`config.mk`:
```
export PLATFORM = sky130hd
export DESIGN_NAME = bus_rr_arbiter
export DESIGN_NICKNAME = d
export VERILOG_FILES = /design/src/rtl/bus_rr_arbiter.sv
export SDC_FILE = /design/constraint.sdc
export NUM_CORES = 1
export LEC_CHECK = 0
export CAP_MARGIN = 20
export CORE_MARGIN = 1.5
export CORE_UTILIZATION = 52
export DETAILED_ROUTE_END_ITERATION = 12
export PLACE_DENSITY = 0.83
export SYNTH_ARGS = -nofsm -noshare
export SYNTH_HDL_FRONTEND = slang
export SYNTH_SLANG_ARGS = --single-unit
```
`constraint.sdc`:
```
create_clock -name clk -period 2.2 [get_ports clk]
set_clock_uncertainty 0.15 [all_clocks]
set_input_delay 0.22 -clock clk [delete_from_list [all_inputs] [get_ports clk]]
set_output_delay 0.22 -clock clk [all_outputs]
set_load 0.005 [all_outputs]
```
`src/rtl/bus_rr_arbiter.sv`:
```
// Four-way round-robin bus arbiter feeding a 4:1 tri-state mux.
// Grants one owner at a time, with a programmable hold limit that ends each ownership.
module bus_rr_arbiter #(
    parameter int MAX_HOLD = 4
) (
    input  logic       clk,
    input  logic       rst,
    input  logic [3:0] req,
    output logic [1:0] sel,
    output logic [3:0] gnt,
    output logic       gnt_valid
);

    typedef enum logic {IDLE = 1'b0, OWN = 1'b1} state_t;

    localparam logic [7:0] HOLD_MAX = 8'(MAX_HOLD);

    state_t     state, state_n;
    logic [1:0] owner, owner_n;
    logic [1:0] last, last_n;
    logic [7:0] hold_cnt, hold_n;
    logic [1:0] sel_n;
    logic [3:0] gnt_n;
    logic       gnt_valid_n;

    logic [1:0] base, idx, win;
    logic       found, any_req;

    // The search base is the owner while one exists, because an ending ownership
    // becomes "last" on this same edge. Otherwise the base is the recorded last owner.
    always_comb begin
        base  = (state == OWN) ? owner : last;
        win   = base;
        idx   = base;
        found = 1'b0;
        for (int k = 1; k <= 4; k++) begin
            idx = base + 2'(k);
            if (!found && req[idx]) begin
                win   = idx;
                found = 1'b1;
            end
        end
        any_req = |req;
    end

    always_comb begin
        state_n = state;
        owner_n = owner;
        last_n  = last;
        hold_n  = hold_cnt;
        case (state)
            IDLE: begin
                if (any_req) begin
                    state_n = OWN;
                    owner_n = win;
                    hold_n  = 8'd1;
                end
            end
            OWN: begin
                if (req[owner] && hold_cnt < HOLD_MAX) begin
                    hold_n = hold_cnt + 8'd1;
                end else begin
                    last_n = owner;
                    if (any_req) begin
                        owner_n = win;
                        hold_n  = 8'd1;
                    end else begin
                        state_n = IDLE;
                        hold_n  = 8'd0;
                    end
                end
            end
            default: begin
                state_n = IDLE;
                hold_n  = 8'd0;
            end
        endcase

        // sel keeps its value in IDLE, so the mux output stays stable between owners
        gnt_valid_n = (state_n == OWN);
        gnt_n       = gnt_valid_n ? (4'b0001 << owner_n) : 4'b0000;
        sel_n       = gnt_valid_n ? owner_n : sel;
    end

    always_ff @(posedge clk) begin
        if (rst) begin
            state     <= IDLE;
            owner     <= 2'd0;
            last      <= 2'd3;
            hold_cnt  <= 8'd0;
            sel       <= 2'd0;
            gnt       <= 4'b0000;
            gnt_valid <= 1'b0;
        end else begin
            state     <= state_n;
            owner     <= owner_n;
            last      <= last_n;
            hold_cnt  <= hold_n;
            sel       <= sel_n;
            gnt       <= gnt_n;
            gnt_valid <= gnt_valid_n;
        end
    end

endmodule

```
* Word level (Yosys, flattened, before mapping) *
Index checks and enable logic that the tools add are counted.

storage, ports and cells
  register bits = 19
  input port bits = 6
  output and inout port bits = 7
  word-level logic and storage cells = 59

cells by class
  add/subtract/negate cells = 4
  $lt $le $gt $ge = 6
  eq/ne operators = 1
  shifts and indexed selects = 1
  mux-type cells = 28
  bitwise logic cells = 3
  reduce and logical (&&, ||, !) cells = 10

operator list
  operator                                             number
  two-way mux 8 bit                                    2
  case mux 8 bit (2 select lines)                      1
  < comparator 2 x 3 -> 1 bit (second input constant)  5
  two-way mux 2 bit                                    7
  two-way mux 1 bit                                    11
  binary-select mux 1 bit (select 2 bit)               5
  adder 8 x 1 -> 8 bit (second input constant)         1
  < comparator 8 x 3 -> 1 bit (second input constant)  1
  adder 2 bit (second input constant)                  2
  logical AND 1 bit                                    4
  case mux 2 bit (2 select lines)                      1
  OR reduction 4 bit                                   1
  left shift 1 x 2 -> 4 bit (first input constant)     1
  zero test 1 bit                                      3
  NOT 1 bit                                            3
  adder 2 x 1 -> 2 bit (second input constant)         1
  != test 2 bit (second input constant)                1
  case mux 1 bit (2 select lines)                      1
  AND reduction 2 bit                                  1
  OR reduction 2 bit                                   1

* Longest topological paths before layout *
  depth in word-level cells = 18
  mapped depth = 7
  mapped depth without buffers = 5

* Worst setup path before layout *
OpenSTA, ideal clock, no wires.

  path kind = register -> register
  from = reg hold_cnt[7]
  to = reg sel[1]
  library setup time = 0.088 ns
  arrival = 1.792 ns
  required time = 1.962 ns
  path slack = 0.170 ns
  cell stages (with the launch flop) = 7
  buffers on the path = 1
  clock period less this slack = 2.030 ns
  cell sequence = dfxtp_1 > or4_4 > a2111oi_4 > and2_1 > buf_6 > nand2_4 > a311oi_2

on the way
  word-level cells in the longest chain between the ends = 4
  elaborated cells on any way between the ends = 6
  classes of those cells = order compare: 1; mux: 4; reduce/logical: 1

ends and longest elaborated chain
  element                                                                             RTL line  text
  start, declared                                                                     21        logic [7:0] hold_cnt, hold_n;
  start signal, assigned                                                              98        hold_cnt <= hold_n;
  < comparator 8 x 3 -> 1 bit *                                                       60        if (req[owner] && hold_cnt < HOLD_MAX) begin
  logical AND 1 bit *                                                                 60
  two-way mux 2 bit or two-way mux 1 bit (tied branches)                              60
  case mux 2 bit (2 select lines) or case mux 1 bit (2 select lines) (tied branches)  51        case (state)
  end signal, assigned                                                                99        sel <= sel_n;
  end, declared                                                                       9         output logic [1:0] sel,

Every way passes the cells marked *; elsewhere a longest branch is shown, timed or not.
A chain may end at the register's enable or synchronous reset.

* Worst setup path after layout *
  from = reg hold_cnt[7]
  to = reg owner[0]

on the way
  word-level cells in the longest chain between the ends = 4

ends and longest elaborated chain
  element                          RTL line  text
  < comparator 8 x 3 -> 1 bit      60
  logical AND 1 bit                60
  two-way mux 2 bit                60
  case mux 2 bit (2 select lines)  51
  end signal, assigned             96        owner <= owner_n;
  end, declared                    19        logic [1:0] owner, owner_n;

Every way passes these cells.

==> results.cfg <==
[pwr]
swShare_pct = 30.2
p_comb_share_pct = 33.9
leakagePower_nw = 0.492
peakVddDrop_mv = 0.404
p_per_area_nw_per_um2 = 747
seqPwrFrac_pct = 46.4
p_int_mw = 0.612
switchingPower_mw = 0.265
clock_power_share_pct = 19.7

[grt]
grt-busiest-layer = met2
grt_pass1_vias = 727
grt-ovfl-total = 0
grt_use_met2_pct = 31.3
antenna_found_initial = 0
grt_max_degree = 11
use_met3_pct = 3.57
grt_pass1_wl_mm = 3.09
use_met1_pct = 28.0
track_usage_pct = 20.9

[logic_synthesis]
yosys.area_share.simple_pct = 24.2
yosysUniqueCellTypes = 35
synth_edf_count = 0
synth_nets = 111
ys_warn_count = 0
ys_ff_latch = 19
synth_top_family_by_area = simple AND/OR/NAND/NOR gates
synthFlopType = dfxtp_1
synth_compound_area_share_pct = 21.1
synthAdderAreaFrac_pct = 1.33
synthMuxAreaShare_pct = 6.64
synth-async-reset-ratio_pct = 0
netlist_instances = 104
postSynthAreaPerCell_sq_um = 9.06
syn_area_sq_um = 942
synth_xor_area_share_pct = 0
yosysSeqAreaShare_pct = 40.4

[setup_path]
worstSetupEndpointType = register
worstSetupPathType = register to register
reg2regPathDepth = 6
crit_top_cell = nor3_1
crit_chain = or4_4 -> a2111oi_4 -> and2_2 -> buf_4 -> nor3_1 -> nor3_1
timing.rr.end = owner[0]
cp_data_arrival_time_ns = 2.16
cp-start-kind = register
critical_path.max_fanout = 6
cp_slowest_cell = or4_4
cpPeakStageDelay_ns = 0.54
cpLargestDelayFamily = simple AND/OR/NAND/NOR gates
crit_buf_inv = 1
critical_path_required_ns = 2.27
r2r_start = hold_cnt[7]
rrSetupSlack_ns = 0.11

[sta]
setup-tns-final_ns = 0
drv_slew = 0
setup_viol = 0
fin_crit_ns = 2.09
max_slew_margin_pct = 73.5
rsz0062_at_grt = no
hold_ws_ns = 0.319
min_period_over_period_pct = 95.0
hold_viol_final = 0
fmax_mhz = 478
tightest_slew_ns = 0.395

[routing]
num_vias = 837
drtIter0Drc = 16
drc_errors = 0
drt-pass1-iter-count = 4
avgViaCountPerCell = 5.47
routed_wl_mm = 1.91
wl_per_cell_um = 12.5
postRouteAntennaNets = 0

[clock_network]
clk_pin_slew_worst_paths_ns = 0.10
holdBufCountCts = 0
clock-sinks = 19
cts-buffers-inserted = 3
cts_tree = yes
clockRootBuffer = clkbuf_4
ctsHtreeMaxLevel = 1
clk_latency_ns = 0.30
clockBufferDepth = 2

[final_layout]
syn2layout_area_growth_pct = 24.6
drive_gt1_share_pct = 20.3
nets = 136
antenna_cells = 0
final_area_sq_um = 1170

[floorplanning]
num_rows = 15
die_h_um = 45.6
ios = 13
dieArea_sq_um = 2080
start_util_pct = 55.2
die_w_um = 45.6
coreArea_sq_um = 1710

[placement]
placed_area_sq_um = 1140
dp_hpwl_mm = 1.47
place.gp.congestion = 0.846
numPortBuffers = 12

[hold_path]
min_to = hold_cnt[4]
hold_class = register to register
min_from = hold_cnt[4]
min_path_cells = 1

[flow_run]
maxCapViolations = 0

[status]
outcome = complete, no violations
worst reg2reg max path, delay by kind of cell, from the launching register on:
family / cells / cell delay, ns
AOI/OAI and AO/OA: 1 / 0.34
buffers and inverters: 1 / 0.15
DFF: 1 / 0.32
and+or+nand+nor: 4 / 1.06
sequential cells by signal, summed over array words and instances, names as in the netlist:
| register | flops |
|---|---|
| owner | 2 |
| state | 1 |
| gnt | 4 |
| hold_cnt | 8 |
| sel | 2 |
| last | 2 |
layout make-up:
cell class                 count  area [sq um]
tap                           25          31.3
clock buffer                   4          26.3
inverter                       4          15.0
timing repair buffer          25           218
sequential                    19           380
fill                         141           534
multi-input combinational     76           503
cell usage in the layout, fill, tap and decap left out:
| cell | count |
|---|---|
| dfxtp_1 | 19 |
| buf_4 | 13 |
| nand2_1 | 12 |
| clkdlybuf4s50_1 | 12 |
| nor2_1 | 10 |
| o21ai_0 | 6 |
| a21oi_1 | 5 |
| mux2i_1 | 4 |
| inv_1 | 4 |
| nand3b_1 | 4 |
| and2_1 | 4 |
| o22ai_1 | 3 |
| and2_2 | 3 |
| nor3_1 | 3 |
| clkbuf_4 | 3 |
| mux2_2 | 2 |
| o211ai_1 | 2 |
| o32ai_1 | 2 |
| a211oi_1 | 1 |
| a32oi_1 | 1 |
| nor4_1 | 1 |
| or4_4 | 1 |
| a2111oi_4 | 1 |
| and2b_1 | 1 |
| o31a_1 | 1 |
| nand2b_1 | 1 |
| or3_1 | 1 |
| a21bo_2 | 1 |
| o21a_1 | 1 |
| nand2_4 | 1 |
| a311oi_2 | 1 |
| nand3_1 | 1 |
| a22oi_1 | 1 |
| ha_1 | 1 |
| clkbuf_1 | 1 |
cells by family (layout without fill, tap and decap cells):
logic type	count (synthesis)	in the layout
mux	6	6
flops	19	19
compound gates	26	26
simple gates	43	43
buf+inv	9	33
fa+ha+maj	1	1
worst max-delay path by stage:
stage	from	endpoint	slack, ns	cells after the start
floorplan	hold_cnt[7]	sel[1]	0.17	6
global placement	req[1]	owner[1]	0.08	7
detailed placement	req[2]	owner[0]	0.008	7
CTS	hold_cnt[7]	owner[0]	0.0008	6
global route	hold_cnt[7]	owner[0]	0.01	6
finish	hold_cnt[7]	owner[0]	0.11	6
cell usage after synthesis (2+ instances only):
library cell	count	area [sq um]
a21oi_1	5	25.0
buf_6	2	22.5
nand2_1	12	45.0
o21ai_0	6	30.0
nor2_1	10	37.5
mux2i_1	4	40.0
dfxtp_1	19	380
nand3b_1	4	30.0
o211ai_1	2	15.0
mux2_2	2	22.5
inv_1	4	15.0
and2_1	5	31.3
and2_2	2	15.0
nor3_1	3	15.0
o22ai_1	3	18.8
o32ai_1	2	17.5
layer usage:
layer	part of all wire (%)	vias to the layer above	routed length, um
li1	-	419	-
met1	46	387	881
met2	46	24	877
met3	4.8	7	92
met4	3.1	0	60
met5	0	-	0
stage by stage:
stage / power (mW) / worst slack [ns] / instances / util (%)
global placement: 0.693 / 0.0757 / 148 / 66.7
finish: 0.877 / 0.109 / 153 / 68.7
global route: 0.930 / 0.0103 / 153 / 68.7
CTS: 0.879 / 0.000791 / 152 / 68.2
floorplan: 0.593 / 0.170 / 104 / -
detailed placement: 0.703 / 0.00774 / 148 / 66.7
repair_timing:
action | CTS | global route
setup buffers | 0 | 1
resized for setup | 0 | 1
hold endpoints to repair | 0 | 0
endpoints found under the setup margin | 0 | 3
power groups by stage:
| stage | combinational [mW] | clock [mW] | sequential [mW] |
|---|---|---|---|
| 2_1_floorplan | 0.185 | 0 | 0.407 |
| 3_3_place_gp | 0.281 | 0 | 0.413 |
| 3_5_place_dp | 0.288 | 0 | 0.415 |
| 4_1_cts | 0.291 | 0.181 | 0.407 |
| 5_1_grt | 0.328 | 0.191 | 0.412 |
| 6_report | 0.297 | 0.173 | 0.407 |
No activity file was read; power rests on OpenSTA's default activity.
